$ cat config.mk
export PLATFORM = sky130hd
export DESIGN_NAME = r16_rd_sched_flat
export DESIGN_NICKNAME = d
export VERILOG_FILES = /design/src/rtl/fftc_sched_pkg.sv /design/src/rtl/r16_rd_sched_if.sv /design/src/rtl/sched_dly.sv /design/src/rtl/r16_rd_sched.sv /design/src/flat_wrapper.sv
export SDC_FILE = /design/constraint.sdc
export NUM_CORES = 1
export LEC_CHECK = 0
export CAP_MARGIN = 40
export CORE_MARGIN = 3
export CORE_UTILIZATION = 51
export DETAILED_ROUTE_END_ITERATION = 8
export PLACE_DENSITY = 0.81
export SETUP_SLACK_MARGIN = 0.05
export SKIP_LAST_GASP = 1
export SLEW_MARGIN = 20
export SYNTH_ARGS = -nofsm -noshare
export SYNTH_HDL_FRONTEND = slang
export SYNTH_HIERARCHICAL = 1
export SYNTH_SLANG_ARGS = --single-unit
export TNS_END_PERCENT = 100
$ cat constraint.sdc
create_clock -name i_clk -period 2.3 [get_ports i_clk]
set_clock_uncertainty 0.2 [all_clocks]
set_input_delay 0.46 -clock i_clk [delete_from_list [all_inputs] [get_ports i_clk]]
set_output_delay 0.46 -clock i_clk [all_outputs]
set_load 0.05 [all_outputs]
$ cat src/rtl/fftc_sched_pkg.sv
// Shared constants, FSM encodings and the group-index rotation for the R16 read scheduler.
package fftc_sched_pkg;

    localparam int unsigned GRP_W     = 10;
    localparam int unsigned ADDR_W    = GRP_W - 1;
    localparam int unsigned STAGE_NUM = 4;
    localparam int unsigned STG_W     = 2;
    localparam int unsigned RD_LAT    = 2;
    localparam int unsigned ROT       = 4;

    localparam logic [2:0] S_IDLE     = 3'd0;
    localparam logic [2:0] S_READ     = 3'd1;
    localparam logic [2:0] S_DRAIN    = 3'd2;
    localparam logic [2:0] S_WAIT_ACK = 3'd3;
    localparam logic [2:0] S_DONE     = 3'd4;

    typedef struct packed {
        logic             valid;
        logic             bank;
        logic             last;
        logic [STG_W-1:0] stage;
    } dly_t;

    // Stage s rotates the group index left by one radix-16 digit per stage, modulo GRP_W.
    function automatic logic [GRP_W-1:0] grp_rotl(input logic [GRP_W-1:0] g,
                                                   input logic [STG_W-1:0] s);
        int unsigned        amt;
        logic [2*GRP_W-1:0] dbl;
        amt = (ROT * 32'(s)) % GRP_W;
        dbl = {g, g} << amt;
        return dbl[2*GRP_W-1:GRP_W];
    endfunction

endpackage

$ cat src/rtl/r16_rd_sched_if.sv
// Control/status bundle between the read scheduler and its surroundings.
interface r16_rd_sched_if;
    import fftc_sched_pkg::*;

    logic              start;
    logic              pause;
    logic              stage_ack;
    logic              rd_en;
    logic [ADDR_W-1:0] rd_addr;
    logic              bn_sel;
    logic              ra_valid;
    logic              ra_last;
    logic [STG_W-1:0]  ra_stage;
    logic              stage_done;
    logic              busy;
    logic              done;

    modport slave (
        input  start, pause, stage_ack,
        output rd_en, rd_addr, bn_sel, ra_valid, ra_last, ra_stage, stage_done, busy, done
    );

    modport master (
        output start, pause, stage_ack,
        input  rd_en, rd_addr, bn_sel, ra_valid, ra_last, ra_stage, stage_done, busy, done
    );

endinterface

$ cat src/rtl/sched_dly.sv
// Fixed-depth shift register with synchronous flush; aligns read tags with returning data.
module sched_dly #(
    parameter int unsigned WIDTH = 1,
    parameter int unsigned DEPTH = 1
) (
    input  logic             i_clk,
    input  logic             i_rst,
    input  logic [WIDTH-1:0] i_d,
    output logic [WIDTH-1:0] o_q
);

    logic [WIDTH-1:0] r_pipe [DEPTH];

    always_ff @(posedge i_clk) begin
        if (i_rst) begin
            for (int unsigned i = 0; i < DEPTH; i++) r_pipe[i] <= '0;
        end else begin
            r_pipe[0] <= i_d;
            for (int unsigned i = 1; i < DEPTH; i++) r_pipe[i] <= r_pipe[i-1];
        end
    end

    assign o_q = r_pipe[DEPTH-1];

endmodule

$ cat src/rtl/r16_rd_sched.sv
// Read scheduler: walks all groups of every stage through the two banks and tags returning data.
module r16_rd_sched
    import fftc_sched_pkg::*;
(
    input logic           i_clk,
    input logic           i_rst,
    r16_rd_sched_if.slave io_bus
);

    logic [2:0]        r_state;
    logic [GRP_W-1:0]  r_g;
    logic [STG_W-1:0]  r_s;
    dly_t              r_iss;
    logic [ADDR_W-1:0] r_rd_addr;
    logic              r_bn_hold;

    logic              w_issue;
    logic              w_g_last;
    logic [GRP_W-1:0]  w_gr;
    dly_t              w_out;

    always_comb begin
        w_issue  = (r_state == S_READ) && !io_bus.pause;
        w_g_last = (r_g == {GRP_W{1'b1}});
        w_gr     = grp_rotl(r_g, r_s);
    end

    always_ff @(posedge i_clk) begin
        if (i_rst) begin
            r_state   <= S_IDLE;
            r_g       <= '0;
            r_s       <= '0;
            r_iss     <= '0;
            r_rd_addr <= '0;
            r_bn_hold <= 1'b0;
        end else begin
            r_iss <= '0;
            if (w_issue) begin
                r_iss.valid <= 1'b1;
                r_iss.bank  <= ^w_gr;
                r_iss.last  <= w_g_last;
                r_iss.stage <= r_s;
                r_rd_addr   <= w_gr[GRP_W-1:1];
                // g parks on the last group; it only returns to 0 on stage advance
                if (!w_g_last) r_g <= r_g + 1'b1;
            end
            if (w_out.valid) r_bn_hold <= w_out.bank;

            case (r_state)
                S_IDLE: begin
                    if (io_bus.start) begin
                        r_state <= S_READ;
                        r_g     <= '0;
                        r_s     <= '0;
                    end
                end
                S_READ: begin
                    if (w_issue && w_g_last) r_state <= S_DRAIN;
                end
                S_DRAIN: begin
                    if (w_out.valid && w_out.last) r_state <= S_WAIT_ACK;
                end
                S_WAIT_ACK: begin
                    if (io_bus.stage_ack) begin
                        if (r_s == STG_W'(STAGE_NUM - 1)) begin
                            r_state <= S_DONE;
                        end else begin
                            r_s     <= r_s + 1'b1;
                            r_g     <= '0;
                            r_state <= S_READ;
                        end
                    end
                end
                S_DONE: begin
                    r_s     <= '0;
                    r_state <= S_IDLE;
                end
                default: r_state <= S_IDLE;
            endcase
        end
    end

    sched_dly #(
        .WIDTH ($bits(dly_t)),
        .DEPTH (RD_LAT)
    ) u_dly (
        .i_clk (i_clk),
        .i_rst (i_rst),
        .i_d   (r_iss),
        .o_q   (w_out)
    );

    assign io_bus.rd_en      = r_iss.valid;
    assign io_bus.rd_addr    = r_rd_addr;
    assign io_bus.ra_valid   = w_out.valid;
    assign io_bus.bn_sel     = w_out.valid ? w_out.bank : r_bn_hold;
    assign io_bus.ra_last    = w_out.valid & w_out.last;
    assign io_bus.ra_stage   = w_out.valid ? w_out.stage : '0;
    assign io_bus.stage_done = w_out.valid & w_out.last;
    assign io_bus.busy       = (r_state != S_IDLE);
    assign io_bus.done       = (r_state == S_DONE);

endmodule

$ cat src/flat_wrapper.sv
// flat-port wrapper written by rule: the top's interface ports become plain ports
module r16_rd_sched_flat import fftc_sched_pkg::*;
  (i_clk, i_rst, io_bus_start, io_bus_pause, io_bus_stage_ack, io_bus_rd_en, io_bus_rd_addr, io_bus_bn_sel, io_bus_ra_valid, io_bus_ra_last, io_bus_ra_stage, io_bus_stage_done, io_bus_busy, io_bus_done);
  r16_rd_sched_if io_bus_i ();
  input logic i_clk;
  input logic i_rst;
  input wire logic [$bits(io_bus_i.start)-1:0] io_bus_start;
  input wire logic [$bits(io_bus_i.pause)-1:0] io_bus_pause;
  input wire logic [$bits(io_bus_i.stage_ack)-1:0] io_bus_stage_ack;
  output wire logic [$bits(io_bus_i.rd_en)-1:0] io_bus_rd_en;
  output wire logic [$bits(io_bus_i.rd_addr)-1:0] io_bus_rd_addr;
  output wire logic [$bits(io_bus_i.bn_sel)-1:0] io_bus_bn_sel;
  output wire logic [$bits(io_bus_i.ra_valid)-1:0] io_bus_ra_valid;
  output wire logic [$bits(io_bus_i.ra_last)-1:0] io_bus_ra_last;
  output wire logic [$bits(io_bus_i.ra_stage)-1:0] io_bus_ra_stage;
  output wire logic [$bits(io_bus_i.stage_done)-1:0] io_bus_stage_done;
  output wire logic [$bits(io_bus_i.busy)-1:0] io_bus_busy;
  output wire logic [$bits(io_bus_i.done)-1:0] io_bus_done;
  assign io_bus_i.start = io_bus_start;
  assign io_bus_i.pause = io_bus_pause;
  assign io_bus_i.stage_ack = io_bus_stage_ack;
  assign io_bus_rd_en = io_bus_i.rd_en;
  assign io_bus_rd_addr = io_bus_i.rd_addr;
  assign io_bus_bn_sel = io_bus_i.bn_sel;
  assign io_bus_ra_valid = io_bus_i.ra_valid;
  assign io_bus_ra_last = io_bus_i.ra_last;
  assign io_bus_ra_stage = io_bus_i.ra_stage;
  assign io_bus_stage_done = io_bus_i.stage_done;
  assign io_bus_busy = io_bus_i.busy;
  assign io_bus_done = io_bus_i.done;
  r16_rd_sched u_core (.i_clk(i_clk), .i_rst(i_rst), .io_bus(io_bus_i));
endmodule
; Word level (Yosys, flattened, before mapping)
; Memory sizes are Yosys's and may differ from the RTL's.
; Cells that the tools add are included.
[classes]
n_addsub = 2
n_eq_ne = 11
muxes = 24
n_div = 1
n_shift = 1
bitwise_logic = 4
reduce_logical = 11
[op_table]
columns = cell, n
row1 = 2-to-1 mux 10 bit, 5
row2 = remainder unit 4 x 4 -> 32 bit (second input constant), 1
row3 = left shift 20 x 32 -> 20 bit, 1
row4 = case mux 10 bit (2 select lines), 1
row5 = 2-to-1 mux 3 bit, 5
row6 = 2-to-1 mux 5 bit, 3
row7 = case mux 3 bit (4 select lines), 1
row8 = adder 10 x 1 -> 10 bit (second input constant), 1
row9 = == test 10 bit (second input constant), 1
row10 = parity 10 bit, 1
row11 = 2-to-1 mux 2 bit, 4
row12 = inequality test 2 bit (second input constant), 4
row13 = AND reduction 4 bit, 2
row14 = == test 3 x 2 -> 1 bit (second input constant), 2
row15 = case mux 2 bit (3 select lines), 1
row16 = nonzero test 3 bit, 2
row17 = 2-to-1 mux 1 bit, 4
row18 = == test 3 x 1 -> 1 bit (second input constant), 1
row19 = == test 3 bit (second input constant), 1
row20 = logical AND 1 bit, 3
row21 = logical NOT 3 bit, 1
row22 = adder 2 x 1 -> 2 bit (second input constant), 1
row23 = == test 2 bit (second input constant), 1
row24 = inequality test 2 x 1 -> 1 bit (second input constant), 1
row25 = other kinds (5), 6
[word_totals]
mem_bits_rw = 10
ff_bits = 30
word_cells = 64
mem_count = 1
[mem_list]
columns = name, words, width, rd, rd_ports_with_merged_regs, write_ports, line_no
row1 = u_core.u_dly.r_pipe, 2, 5, 2, 0, 2, sched_dly.sv:12  ; logic [WIDTH-1:0] r_pipe [DEPTH];

; Depth between registers and ports, before layout
[depth]
word_depth = 6
mapped_depth = 11
ltp_nobuf = 9

; Modules after synthesis
; The synthesis kept the hierarchy.
[modules_own_cells]
columns = mod, cells_each, seq_area_each_um2, area_per_inst_um2, n_inst
row1 = r16_rd_sched, 249, 600.6, 2019.4, 1
row2 = sched_dly, 25, 200.2, 300.3, 1

; Worst setup path after synthesis
; OpenSTA, ideal clock, no wires.
[synth_timing]
kind = register -> register
from = reg u_core.r_s[0]
to = reg u_core/r_iss[3] (netlist name)
arrival_time_ps = 2125
path_slack_ps = -145
path_stages_with_launch = 10
synth_period_minus_slack_ps = 2445
cell_sequence = dfxtp_1 ha_1 buf_6 mux2_2 mux2i_4 xor2_1 a221oi_1 o211ai_1 a21oi_1 nor3b_2
[synth_between]
elab_chain_len = 3
[synth_lines]
columns = item, line_no
row1 = start: declaration, r16_rd_sched.sv:12  ; logic [STG_W-1:0] r_s;
row2 = start signal: assignment, r16_rd_sched.sv:68  ; r_s <= r_s + 1'b1;
row3 = remainder unit 4 x 4 -> 32 bit, fftc_sched_pkg.sv:29  ; amt = (ROT * 32'(s)) % GRP_W;
row4 = left shift 20 x 32 -> 20 bit, fftc_sched_pkg.sv:30  ; dbl = {g, g} << amt;
row5 = parity 10 bit, r16_rd_sched.sv:40  ; r_iss.bank <= ^w_gr;
row6 = end: declaration, r16_rd_sched.sv:13  ; dly_t r_iss;
; No other way between the ends.
; A chain may end at the register's enable or synchronous reset.

; Final worst setup path
[layout_timing]
from = reg u_core.r_s[1]
to = reg u_core/r_iss[3] (netlist name)
; The elaborated chain is that of the path after synthesis.

==> run summary <==
Outcome: finished with violations
Failing checks: setup timing
Clock root buffer: clkbuf_8
Starting density of the core: 0.5521
Clk network pwr share: 0.394
FF-to-FF Start: u_core/r_s[1]$_SDFFE_PP0P_
Average routed wire per standard cell: 15.89 um
Worst Path Required: 2.28 ns
Die height: 73.44 um
Initial antenna violation count: 0
Crit-path max FO: 6
Measured slew at the worst slew-check pin: 0.5124 ns
Nets: 338
CTS Buf Count: 5
Seq/Total Area, Yosys: 0.3452
Vias in the first global route: 2095
Final setup fails: 1
Max Clock Freq: 404.7 MHz
Drt total wl: 6040 um
Switching share of power: 0.2312
Layout cells sized above 1: 0.3061
H-tree levels: 2
Yosys warning total: 6
Comb pwr share: 0.097
Async set-reset flop share out of synthesis: 0
Gr usage total: 0.2366
Syn_nets: 283
GR Overflow Total: 0
Worst skew pair latency: 0.29 ns
Initial DRC Count: 125
Core Box Area: 0.004202 mm^2
Final ANT Viol Nets: 0
IO buf count: 22
FF-to-FF path depth: 10
Max Cap Viol: 0
HPWL after DPL: 4077 um
CTS tree: done
Worst Path Arrival: 2.45 ns
RSZ-0062 raised after global routing: yes
Routed vias: 2165
CTS Sinks: 40
DRT Pass-1 Iters: 4
Worst path slowest cell: dfxtp_2
Most frequent cells in the layout: buf_4, dfxtp_1, nor2_1
Drt via density: 5.697
Pwr Density: 456.7 mW/mm^2
Reg power frac: 0.509
Hold Crit Class: reg -> reg
Post-layout util: 0.7296
Overall power: 1.400 mW
Psw: 0.3236 mW
I/O Pins: 23
Slew Viols, Final: 0
Final min period: 2.471 ns
R2r endpoint: u_core/r_iss[3]$_SDFF_PP0_
Post-Synthesis Cell Area: 0.002320 mm^2
CTS max path bufs: 2
Die X: 73.44 um
Critical path type: reg -> reg
Placer's final routability congestion estimate: 0.9945
Hold path start: u_core/u_dly/r_pipe[0][0]$_SDFF_PP0_
Final WS setup: -0.1711 ns
Syn_area_per_cell: 8.466 um^2
Row Count: 23
FF-to-FF setup slack: -0.17 ns
Crit end category: register
Place WS: -0.1330 ns
Fin crit share: 1.074
Clock transition at path regs: 0.08 ns
Commonest non-fill, non-tap cell in the layout: buf_4
Residual DRC: 0
Largest net degree at the start of global routing: 18
Die ar.: 0.005393 mm^2
Relative slew slack: 0.6573
Leak Pwr: 1.236 nW
Global-route wire length before repair: 9715 um
Critical path's largest stage delay: 0.37 ns
Count of final hold-check violations: 0
Synth Instances: 274
CP cell instances: inv_2 > ha_4 > buf_6 > mux2_4 > mux2i_4 > xor2_2 > o2111a_1 > o211ai_1 > nand3_1 > nor3b_2
Antenna diodes: 0
Hold_buf cts: 0
Min-Delay Endpoint: u_core/u_dly/r_pipe[0][5]$_SDFF_PP0_
Critical Path Start Type: register
Synthesized flop and latch total: 40
Post-synth EDFFs: 0
Post-synth cell types: 48
Hold Path Stages: 1
Int Power: 1.076 mW
Max VDD drop: 0.3891 mV
Area growth syn-to-layout: 32.15%
Main synth FF type: dfxtp_1
-- flip-flops by register name, summed over array words and instances, names as in the netlist --
name / count
u_core/r_bn_hold: 1
u_core/io_bus.rd_addr: 9
u_core/u_dly/r_pipe: 10
u_core/io_bus.rd_en: 1
u_core/r_state: 3
u_core/r_iss: 4
u_core/r_g: 10
u_core/r_s: 2
-- worst max path at each step --
stage               slack (ns)  cells past startpoint                       start                    endpoint
global route             -0.26                     10  u_core/r_s[1]$_SDFFE_PP0P_  u_core/r_iss[3]$_SDFF_PP0_
floorplan                0.005                     10  u_core/r_s[0]$_SDFFE_PP0P_  u_core/r_iss[3]$_SDFF_PP0_
finish                   -0.17                     10  u_core/r_s[1]$_SDFFE_PP0P_  u_core/r_iss[3]$_SDFF_PP0_
global placement         -0.08                     10  u_core/r_s[1]$_SDFFE_PP0P_  u_core/r_iss[3]$_SDFF_PP0_
detailed placement       -0.13                     10  u_core/r_s[1]$_SDFFE_PP0P_  u_core/r_iss[3]$_SDFF_PP0_
CTS                      -0.12                     10  u_core/r_s[1]$_SDFFE_PP0P_  u_core/r_iss[3]$_SDFF_PP0_
-- Yosys cell counts, drive strengths merged (5+ instances only) --
master  number  area, um^2
nand2       22       82.58
inv          6       22.52
nor3         5       25.02
a211oi       8       60.06
mux2i        9       102.6
buf         18       115.1
dfxtp       40       800.8
clkbuf       9       35.03
nor2        37       138.9
nor2b       17       106.4
mux2         5       56.30
xor2        14       122.6
a21oi       13       65.06
o21ai       10       50.05
nand4        5       31.28
and2         5       31.28
-- power groups by stage --
stage	registers (mW)	clock network (mW)	logic, mW
after floorplan	0.760	0	0.0507
after global placement	0.728	0	0.132
after detailed placement	0.729	0	0.134
after CTS	0.713	0.562	0.134
after global routing	0.714	0.581	0.146
final	0.713	0.551	0.135
-- metal layers --
metal / vias to the layer above / part of all wire / global-route usage
met1: 1021 / 0.41 / 0.2783
li1: 1042 / - / -
met2: 87 / 0.51 / 0.3996
met4: 0 / 0.025 / 0.1268
met3: 15 / 0.062 / 0.04925
met5: - / 0 / 0
-- worst max-delay path: cells and delay by family (launching register included) --
| kind | cells | cell delay [ns] |
|---|---|---|
| xor+xnor | 1 | 0.11 |
| flops | 1 | 0.37 |
| buf+inv | 2 | 0.19 |
| compound gates | 2 | 0.51 |
| simple gates | 2 | 0.27 |
| mux | 2 | 0.51 |
| fa+ha+maj | 1 | 0.19 |
-- through the flow --
step                      instance area, um^2   TNS, ns  instances  hold slack, ns
after floorplan                          2366         0        274          0.2138
after global placement                   2778  -0.07981        357          0.2185
after detailed placement                 2778   -0.1330        357          0.2239
after CTS                                3015   -0.1913        379          0.2422
after global routing                     3065   -0.2607        380          0.2632
final                                    3065   -0.1711        380          0.2431
-- repair_timing --
item                       in CTS  in global routing
pin swaps                       3                 10
cloned                          0                  1
setup endpoints to repair       2                 10
setup buffers                  14                  3
gates resized for setup         9                  8
-- final cells by class --
type                    count  area [um^2]
well taps                  50        62.56
clock buffers               6        72.57
flip-flops and latches     40        807.0
repair buffers             75        636.9
clock inverters             2        35.03
multi-input cells         200         1420
fillers                   307         1136
inverters                   7        31.28
-- cells by family after synthesis --
group | synth area share
AOI/OAI and AO/OA | 0.1397
xor gates and xnor gates | 0.06796
adders and majority gates | 0.02158
buffers and inverters | 0.07605
DFF | 0.3452
muxes | 0.1138
and+or+nand+nor | 0.2357
No activity file was read; power rests on OpenSTA's default activity.
